`src/rtl/serv_dbus_byte_bridge.sv`:
```
// serv_dbus_byte_bridge: splits 32-bit Wishbone accesses into single-byte memory accesses
module serv_dbus_byte_bridge #(
    parameter int AW = 16
) (
    input  logic          i_clk,
    input  logic          i_rst_n,
    input  logic [31:0]   i_wb_adr,
    input  logic [31:0]   i_wb_dat,
    input  logic [3:0]    i_wb_sel,
    input  logic          i_wb_we,
    input  logic          i_wb_cyc,
    output logic [31:0]   o_wb_rdt,
    output logic          o_wb_ack,
    output logic          o_mem_req,
    output logic          o_mem_we,
    output logic [AW-1:0] o_mem_adr,
    output logic [7:0]    o_mem_wdat,
    input  logic [7:0]    i_mem_rdat,
    input  logic          i_mem_ack
);
    typedef enum logic [1:0] {IDLE, XFER, ACK} state_t;
    state_t state, state_nx;
    logic [AW-3:0] adr_q;
    logic [31:0]   dat_q;
    logic [3:0]    sel_q, sel_rem;
    logic          we_q;
    logic [1:0]    lane;
    logic          unused;
    function automatic logic [1:0] low_lane(input logic [3:0] s);
        return s[0] ? 2'd0 : s[1] ? 2'd1 : s[2] ? 2'd2 : 2'd3;
    endfunction
    assign unused     = ^{i_wb_adr[31:AW], i_wb_adr[1:0]};
    assign sel_rem    = sel_q & ~(4'b1 << lane);
    assign o_mem_req  = state == XFER;
    assign o_wb_ack   = state == ACK;
    assign o_mem_we   = o_mem_req & we_q;
    assign o_mem_adr  = {adr_q, lane};
    assign o_mem_wdat = dat_q[8*lane +: 8];
    always_ff @(posedge i_clk or negedge i_rst_n)
        if (!i_rst_n) state <= IDLE;
        else          state <= state_nx;
    always_comb begin
        state_nx = state;
        if (state == IDLE && i_wb_cyc) state_nx = |i_wb_sel ? XFER : ACK;
        else if (state == XFER && i_mem_ack && ~|sel_rem) state_nx = ACK;
        else if (state == ACK) state_nx = IDLE;
    end
    always_ff @(posedge i_clk or negedge i_rst_n) begin
        if (!i_rst_n) begin
            adr_q    <= '0;
            dat_q    <= '0;
            sel_q    <= '0;
            we_q     <= 1'b0;
            lane     <= '0;
            o_wb_rdt <= '0;
        end else begin
            if (state == IDLE && i_wb_cyc) begin
                adr_q <= i_wb_adr[AW-1:2];
                dat_q <= i_wb_dat;
                sel_q <= i_wb_sel;
                we_q  <= i_wb_we;
                lane  <= low_lane(i_wb_sel);
                if (!i_wb_we) o_wb_rdt <= '0;
            end
            // each acked lane is retired so the next lowest remaining lane follows
            if (state == XFER && i_mem_ack) begin
                sel_q <= sel_rem;
                lane  <= low_lane(sel_rem);
                if (!we_q) o_wb_rdt[8*lane +: 8] <= i_mem_rdat;
            end
        end
    end
endmodule

```
`config.mk`:
```
export PLATFORM = sky130hd
export DESIGN_NAME = serv_dbus_byte_bridge
export DESIGN_NICKNAME = d
export VERILOG_FILES = /design/src/rtl/serv_dbus_byte_bridge.sv
export SDC_FILE = /design/constraint.sdc
export NUM_CORES = 1
export LEC_CHECK = 0
export ABC_CLOCK_PERIOD_IN_PS = 2850
export BUFFER_PORTS_ARGS = -buffer_cell sky130_fd_sc_hd__buf_2
export CORE_MARGIN = 2
export CORE_UTILIZATION = 49
export DETAILED_ROUTE_END_ITERATION = 12
export PLACE_DENSITY = 0.79
export SLEW_MARGIN = 10
export SYNTH_ARGS = -nofsm -noshare
export SYNTH_HDL_FRONTEND = slang
export SYNTH_SLANG_ARGS = --single-unit
```
`constraint.sdc`:
```
create_clock -name i_clk -period 2.85 [get_ports i_clk]
set_input_delay 0.855 -clock i_clk [delete_from_list [all_inputs] [get_ports i_clk]]
set_output_delay 0.855 -clock i_clk [all_outputs]
set_load 0.005 [all_outputs]
```
==> impl_metrics.tcl <==
set metrics [dict create \
    status "finished, final reports clean" \
    antenna_cells 0 \
    slew_viol_final 0 \
    r2r_slack_ns 0.49 \
    vias 2649 \
    hp-class "primary input to asynchronous set/reset pin" \
    synth_top_cell_area_share_pct 57.56 \
    ys_seq_elements 87 \
    r2r_end "o_wb_rdt[6]" \
    fin_hold_ws_ns 0.4860 \
    yosysWarnings 0 \
    grt_pass1_vias 2673 \
    clk_latency_ns 0.35 \
    coreArea_um2 7607 \
    drive_above_1_share_pct 53.51 \
    row_count 32 \
    grt_max_degree 49 \
    slowest_delay_ns 0.64 \
    rr_startpoint "lane[0]" \
    first_pass_iters 4 \
    clock-sinks 87 \
    dieArea_um2 8438 \
    syn_inst 253 \
    clock_skew_ns 0.008530 \
    synthesis.area_um2 3782 \
    crit_path_top_delay_cell "dfrtp_2" \
    post_cts.repair.setup_buffers 0 \
    cp-end-kind "output port" \
    yosys-top-cells-area "dfrtp_1 (58%), mux2_2 (8.3%), mux2_4 (7.1%)" \
    setup_violations 0 \
    syn_to_final_growth_pct 24.81 \
    peakVddDrop_uv 453.5 \
    ant_nets 0 \
    max-slew-margin-rel_pct 33.84 \
    cts_tree "built" \
    crit_arrival_ns 1.71 \
    period_share_pct 89.90 \
    fill_cells 624 \
    wl_per_cell_um 16.80 \
    p_leak_nw 2.394 \
    setup-tns-final_ns 0 \
    dp_hpwl_mm 5.917 \
    critical_path.cell_chain "mux4_2 -> buf_2" \
    nNetsFinal 469 \
    critPathKind "flip-flop to output port" \
    stdcell_count 487 \
    die_w_um 91.86 \
    grt_usage_pct 20.26 \
    htreeDepth 3 \
    clkTransAtPathRegs_ns 0.10 \
    reg2regPathDepth 4 \
    hold_violations 0 \
    io_buffer_count 121 \
    clockBufferDepth 2 \
    fmax_mhz 390.3 \
    routed_wl_mm 8.183 \
    numCtsBuffers 9 \
    place.gp.congestion 0.8233 \
    cp.required_ns 2.00 \
    ys_types 35 \
    vias_per_cell 5.439 \
    die_h_um 91.86 \
    worstMarginPinSlew_ns 0.9903 \
    cap_viol_max_count 0 \
    critPathMaxFanout 14 \
    grt-ovfl-total 0 \
    drt_iter0_drc 101 \
    syn_nets 342 \
    avgSynthCellArea_um2 14.95 \
    start_util_pct 49.72 \
    rsz0062_at_grt "no" \
    drc 0 \
    layout_min_cycle_time_ns 2.562 \
    worstSetupStartpointType "flip-flop" \
    pin_count 140 \
    synth_top_cell_by_area "dfrtp_1" \
    cellPowerDensity_nw_per_um2 1004 \
    grt_first_pass_wirelength_mm 13.34 \
    seq_area_frac_synth_pct 57.56 \
    cts_root_buf "clkbuf_8" \
    place_inst 471 \
    antenna_found_initial 0 \
]
## final cells by class
class	instances	area [um^2]	area share, %
Clock buffer	9	123.9	2.624
Clock inverter	7	86.33	1.829
Inverter	3	11.26	0.2385
Multi-Input combinational cell	152	1515	32.10
Sequential cell	87	2178	46.14
Tap cell	102	127.6	2.703
Timing Repair Buffer	127	678.2	14.37
## sequential cells by signal (all words and copies together) (netlist names)
| register | count |
|---|---|
| adr_q | 14 |
| sel_q | 4 |
| we_q | 1 |
| o_wb_rdt | 32 |
| dat_q | 32 |
| state | 2 |
| lane | 2 |
## critical path: cells and delay by family (launching register included)
kind,cells,cell delay [ns]
buffers and inverters,1,0.15
flip-flops,1,0.64
multiplexers,1,0.57
## report_power, final
part / leakage, nW / switching, mW / total [mW] / internal, mW
Sequential: 1.10 / 0.312 / 2.01 / 1.69
Combinational: 1.19 / 0.741 / 1.82 / 1.08
Clock: 0.105 / 0.487 / 0.914 / 0.427
## worst max-delay path by stage
| stage | from | end | cells after the start |
|---|---|---|---|
| 2_1_floorplan | lane[0] | o_mem_wdat[0] | 2 |
| 3_3_place_gp | lane[0] | o_wb_rdt[0] | 4 |
| 3_5_place_dp | lane[0] | o_wb_rdt[6] | 4 |
| 4_1_cts | lane[0] | o_mem_wdat[4] | 2 |
| 5_1_grt | lane[0] | o_mem_wdat[7] | 2 |
| 6_report | lane[0] | o_mem_wdat[4] | 2 |
## synthesized netlist by cell type
library cell,number
nor3_1,1
a21o_1,1
nor2b_1,4
o2bb2ai_1,1
nor2_4,1
nand3_1,1
mux2_4,18
nor2_2,2
nand3b_1,1
inv_1,3
nand2_1,8
and4bb_2,1
mux4_2,8
and2_1,3
clkbuf_1,1
a22o_1,18
nor2_1,8
dfrtp_1,87
or3b_1,1
a22oi_1,1
mux2_2,28
nor4_1,1
a31oi_1,1
ha_1,8
buf_6,4
nor3b_1,1
nand2b_1,3
a32o_1,16
a211oi_1,1
nor4_2,1
nor3_2,2
a21oi_1,5
o21bai_1,1
buf_2,6
o21ai_0,6
## kinds of logic after synthesis
kind of cell | synth area share, %
flip-flops | 57.56
multiplexers | 20.24
AO/OA/AOI/OAI | 11.05
AND/OR/NAND/NOR | 6.120
buffers and inverters | 2.382
adder cells (fa/ha/maj) | 2.646
## metrics by stage
step | power (mW) | worst slack (ns) | util (%) | cell area (um^2)
after floorplan | 3.191 | 0.6918 | - | 3782
after global placement | 3.772 | 0.3504 | 59.28 | 4509
after detailed placement | 3.865 | 0.2548 | 59.28 | 4509
after CTS | 4.787 | 0.01031 | 62.04 | 4720
after global routing | 5.053 | 0.2139 | 62.06 | 4721
final | 4.738 | 0.2878 | 62.06 | 4721
## what timing repair did
action / CTS / global route
gates resized for setup: 0 / 1
hold buffers: 0 / 0
endpoints found under the setup margin: 0 / 10
## cell usage in the layout, fill, tap and decap left out, types with 2 or more instances in the layout
master / n
and2_1: 3
mux2_4: 18
clkbuf_8: 9
a21oi_1: 5
buf_12: 2
buf_2: 120
dfrtp_1: 86
nor2_2: 2
mux4_2: 8
nor2b_1: 4
buf_4: 5
inv_6: 3
nor3_2: 2
inv_1: 3
nand2b_1: 3
mux2_2: 28
nor2_1: 8
ha_1: 8
nand2_1: 8
a32o_1: 16
a22o_1: 18
inv_8: 2
o21ai_0: 6
## routing by layer
| layer | GRT usage [%] | wire, um | up-vias |
|---|---|---|---|
| li1 | - | - | 1206 |
| met1 | 27.45 | 3588 | 1329 |
| met2 | 32.54 | 4004 | 104 |
| met3 | 4.026 | 482 | 10 |
| met4 | 7.711 | 108 | 0 |
| met5 | 0 | 0 | - |
Power figures use the tool's default switching activity.
